==> config.mk <==
export PLATFORM = sky130hd
export DESIGN_NAME = dmem_bridge
export DESIGN_NICKNAME = d
export VERILOG_FILES = /design/src/rtl/dmem_bridge.sv
export SDC_FILE = /design/constraint.sdc
export NUM_CORES = 1
export LEC_CHECK = 0
export ABC_AREA = 1
export CAP_MARGIN = 10
export CORE_MARGIN = 4
export CORE_UTILIZATION = 41
export DETAILED_ROUTE_END_ITERATION = 12
export PLACE_DENSITY_LB_ADDON = 0.08
export SYNTH_ARGS = -nofsm -noshare
export SYNTH_HDL_FRONTEND = slang
export SYNTH_SLANG_ARGS = --single-unit
export TNS_END_PERCENT = 100
==> constraint.sdc <==
create_clock -name clk -period 2 [get_ports clk]
set_clock_uncertainty 0.1 [all_clocks]
set_input_delay 0.4 -clock clk [delete_from_list [all_inputs] [get_ports clk]]
set_output_delay 0.4 -clock clk [all_outputs]
set_load 0.05 [all_outputs]
==> src/rtl/dmem_bridge.sv <==
// Bridge from the datapath memory port to a handshaked, variable-latency data bus.
// Holds one load/store, stalls the CPU until the bus responds or the timeout expires.
module dmem_bridge #(
  parameter int TIMEOUT = 255
) (
  input  logic        clk,
  input  logic        reset,
  input  logic        cpu_req,
  input  logic        cpu_we,
  input  logic [31:0] cpu_addr,
  input  logic [31:0] cpu_wdata,
  input  logic [3:0]  cpu_be,
  output logic        cpu_stall,
  output logic [31:0] cpu_rdata,
  output logic        cpu_err,
  output logic        bus_valid,
  input  logic        bus_ready,
  output logic        bus_we,
  output logic [31:0] bus_addr,
  output logic [31:0] bus_wdata,
  output logic [3:0]  bus_be,
  input  logic        bus_rvalid,
  input  logic [31:0] bus_rdata,
  output logic [1:0]  dbg_state
);

  localparam int CW = $clog2(TIMEOUT + 1);

  typedef enum logic [1:0] {
    S_IDLE = 2'd0,
    S_REQ  = 2'd1,
    S_RESP = 2'd2,
    S_DONE = 2'd3
  } state_t;

  state_t          state, state_nx;
  logic [CW-1:0]   cnt;
  logic [16:0]     cnt_inc;
  logic            expired;
  logic [31:0]     addr_q;

  // Expiry is judged on the cycle that would bring the count to TIMEOUT,
  // so exactly TIMEOUT cycles are spent in REQ+RESP before the abort.
  assign cnt_inc = 17'(cnt) + 17'd1;
  assign expired = (cnt_inc == 17'(TIMEOUT));

  // Handshake: a request transfers on a cycle where bus_valid & bus_ready are
  // both high; bus fields hold steady until then. The response is the single
  // bus_rvalid strobe that arrives in a later cycle, for loads and stores alike.
  assign bus_valid = (state == S_REQ);
  assign bus_addr  = addr_q & 32'hFFFF_FFFC;
  assign dbg_state = state;
  assign cpu_stall = !reset && ((state == S_IDLE && cpu_req) ||
                                state == S_REQ || state == S_RESP);

  always_comb begin
    state_nx = state;
    case (state)
      S_IDLE: if (cpu_req) state_nx = S_REQ;
      S_REQ: begin
        if (expired)        state_nx = S_DONE;
        else if (bus_ready) state_nx = S_RESP;
      end
      S_RESP: begin
        if (expired || bus_rvalid) state_nx = S_DONE;
      end
      S_DONE: state_nx = S_IDLE;
      default: state_nx = S_IDLE;
    endcase
  end

  always_ff @(posedge clk) begin
    if (reset) begin
      state     <= S_IDLE;
      cnt       <= '0;
      bus_we    <= 1'b0;
      addr_q    <= 32'd0;
      bus_wdata <= 32'd0;
      bus_be    <= 4'd0;
      cpu_rdata <= 32'd0;
      cpu_err   <= 1'b0;
    end else begin
      state <= state_nx;
      case (state)
        S_IDLE: begin
          if (cpu_req) begin
            bus_we    <= cpu_we;
            addr_q    <= cpu_addr;
            bus_wdata <= cpu_wdata;
            bus_be    <= cpu_be;
            cnt       <= '0;
          end
        end
        S_REQ, S_RESP: begin
          cnt <= cnt_inc[CW-1:0];
          if (expired) begin
            cpu_err   <= 1'b1;
            cpu_rdata <= 32'd0;
          end else if (state == S_RESP && bus_rvalid) begin
            cpu_err <= 1'b0;
            if (!bus_we) cpu_rdata <= bus_rdata;
          end
        end
        S_DONE: cpu_err <= 1'b0;
        default: ;
      endcase
    end
  end

endmodule

==> results.yml <==
yosys:
  synth_edf_count: 0
  yosysUniqueCellTypes: 28
  synth-seq-cells: 110
  ys_warn_count: 0
  synth.avg_cell_area_um2: 7.30
  synth-async-reset-ratio: 0
  yosysSeqAreaShare: 0.489
  syn_inst: 617
  syn_area_um2: 4500
  synth_area_leader_cell: "dfxtp_1"
  ys.flop_type: "dfxtp_1"
  synth_area_leaders: "dfxtp_1, nor2_1, nand2_1"
  synth_common_cells: "nor2_1, dfxtp_1, nand2_1"
  synth_top_area_share: 0.489
  yosysMostFrequentCell: "nor2_1"
floorplanning:
  fp.dieW_um: 113
  die_h_um: 113
  io_pins: 212
  die_area_um2: 12700
  core_um2: 10800
  num_rows: 38
  start_util: 0.417
sta:
  hold_viol: 0
  slew_headroom: 0.562
  fmax_mhz: 515
  drv_slew: 0
  fin_crit_ns: 1.94
  tns_ns: 0
  setup_viol: 0
  worst_pin_slew_ns: 0.652
  fin_crit_sh: 0.970
  grt_setup_unrepaired: "true"
global_route:
  grt_pass1_vias: 4483
  grt.total_usage: 0.205
  antenna_found_initial: 0
  grt_start_max_net_pins: 50
  grt_pass1_wl_um: 21300
  overflow: 0
routing:
  dr_total_vias: 4552
  drc_errors: 0
  drtIter0Drc: 227
  wl_per_cell_um: 13.8
  drt_first_pass_iters: 4
  viasPerCell: 4.73
  wirelength_um: 13300
  ant_nets: 0
clocking:
  clockRootBuffer: "clkbuf_8"
  tritoncts: "built"
  clock_path_buffers: 2
  cts_sinks: 110
  numCtsBuffers: 9
  cts_hold_buf: 0
  htreeDepth: 3
  clkSlewWorstSetupHoldPaths_ns: 0.10
  clock_latency_ns: 0.37
layout:
  diodes: 0
  area_growth_syn_to_layout_pct: 55.4
  multiInputGateArea_um2: 2150
  fill_cells: 944
  final_util: 0.649
  seqCellArea_um2: 2220
  instances_no_fill: 962
  nets: 929
  drive_gt1_frac: 0.175
critical_path:
  path_class: "reg2out"
  cp-start-kind: "register"
  cp_max_fo: 6
  slowest_stage: "dfxtp_4"
  arrival_ns: 1.44
  required_ns: 1.50
  reg2regPathDepth: 13
  max_stage_delay_ns: 0.38
  endpoint_kind: "output pin"
  path_cells: "inv_2, ha_2, inv_1, a31oi_4, buf_12"
power:
  max-vdd-ir-drop_uv: 679
  switching_power_mw: 4.09
  leakagePower_nw: 3.17
  p_clk_frac: 0.159
  internal-power_mw: 4.79
  power_density_nw_per_um2: 1270
  combPwrFrac: 0.511
  seqPwrFrac: 0.330
  switching_share: 0.460
  power_mw: 8.88
worst_hold_path:
  whs_path_depth: 2
  min_path_type: "reg2reg"
placement:
  hpwlAfterDp_um: 9720
  routabilityCongestion: 0.805
  io_buffers: 207
  placed_cells: 943
run:
  drv_cap: 0
status:
  status: "completed"
[what timing repair did]
action / in CTS / in global routing
setup buffers: 0 / 3
endpoints found under the setup margin: 59 / 34
pin swaps: 0 / 3
resized for setup: 65 / 21
[kinds of logic (layout without fill, tap and decap cells)]
group,count (synthesis),count (layout),share of synthesized area
fa+ha+maj,6,6,0.0167
xor+xnor,2,2,0.00389
compound gates,85,85,0.0995
buf+inv,57,261,0.0578
flops,110,110,0.489
other cells,1,2,0.000833
simple gates,356,356,0.332
[power groups by stage]
stage / clock network (mW) / registers [mW] / logic [mW]
floorplan: 0 / 4.46 / 1.48
global placement: 0 / 2.93 / 4.55
detailed placement: 0 / 2.96 / 4.62
CTS: 1.47 / 2.91 / 4.54
global route: 1.56 / 2.99 / 4.86
finish: 1.41 / 2.93 / 4.53
[state kept, by name, summed over array words and instances, names as in the netlist]
name / flops
cpu_rdata: 32
cnt: 8
bus_we: 1
cpu_err: 1
bus_wdata: 32
bus_be: 4
addr_q: 30
dbg_state: 2
[cells in the final DEF, fill, tap and decap left out, types with 2 or more instances in the layout]
cell type	instances
conb_1	2
dlygate4sd2_1	58
a21oi_1	10
inv_2	3
nand2_2	3
buf_12	10
dfxtp_1	102
nor2_2	32
nand3_1	43
dfxtp_2	6
inv_1	11
ha_1	2
nand2_1	97
nor2_1	175
clkbuf_8	12
clkbuf_1	2
clkdlybuf4s50_1	103
o21ai_0	63
dfxtp_4	2
nand2_4	2
buf_6	3
buf_4	55
nor2_4	2
ha_4	3
o21ai_1	6
[metal layers]
layer | vias to the layer above | wire, um | global-route usage | share of wire
li1 | 2347 | - | - | -
met1 | 2007 | 5420 | 0.232 | 0.41
met2 | 171 | 6140 | 0.344 | 0.46
met3 | 27 | 1320 | 0.0786 | 0.10
met4 | 0 | 380 | 0.0889 | 0.029
met5 | - | 0 | 0 | 0
[final timing paths]
| check | start | endpoint | slack, ns |
|---|---|---|---|
| worst min register to register | cpu_rdata[4] | cpu_rdata[4] | 0.37 |
| worst max-delay path | dbg_state[0] | cpu_stall | 0.06 |
| worst min-delay path | cpu_rdata[4] | cpu_rdata[4] | 0.37 |
| worst max register to register | cnt[0] | cpu_rdata[7] | 0.11 |
[critical path: cells and delay by family, from the launching register on]
family	cells	cell delay, ns
flops	1	0.38
buf+inv	3	0.31
fa+ha+maj	1	0.19
compound gates	1	0.18
[per-stage QoR]
stage / instance area (um2) / worst slack (ns) / hold slack [ns]
after floorplan: 4530 / 0.0270 / 0.359
after global placement: 6730 / 0.0681 / 0.348
after detailed placement: 6730 / 0.0173 / 0.355
after CTS: 6900 / 0.00769 / 0.374
after global routing: 7000 / -0.0164 / 0.393
final: 7000 / 0.0600 / 0.369
[final cells by class]
type | count | share of cell area
Inverter | 16 | 0.00912
Clock buffer | 14 | 0.0247
Clock inverter | 2 | 0.00554
Tap cell | 140 | 0.0250
Timing Repair Buffer | 229 | 0.312
Sequential cell | 110 | 0.317
Multi-Input combinational cell | 451 | 0.307
Power figures use the tool's default switching activity.
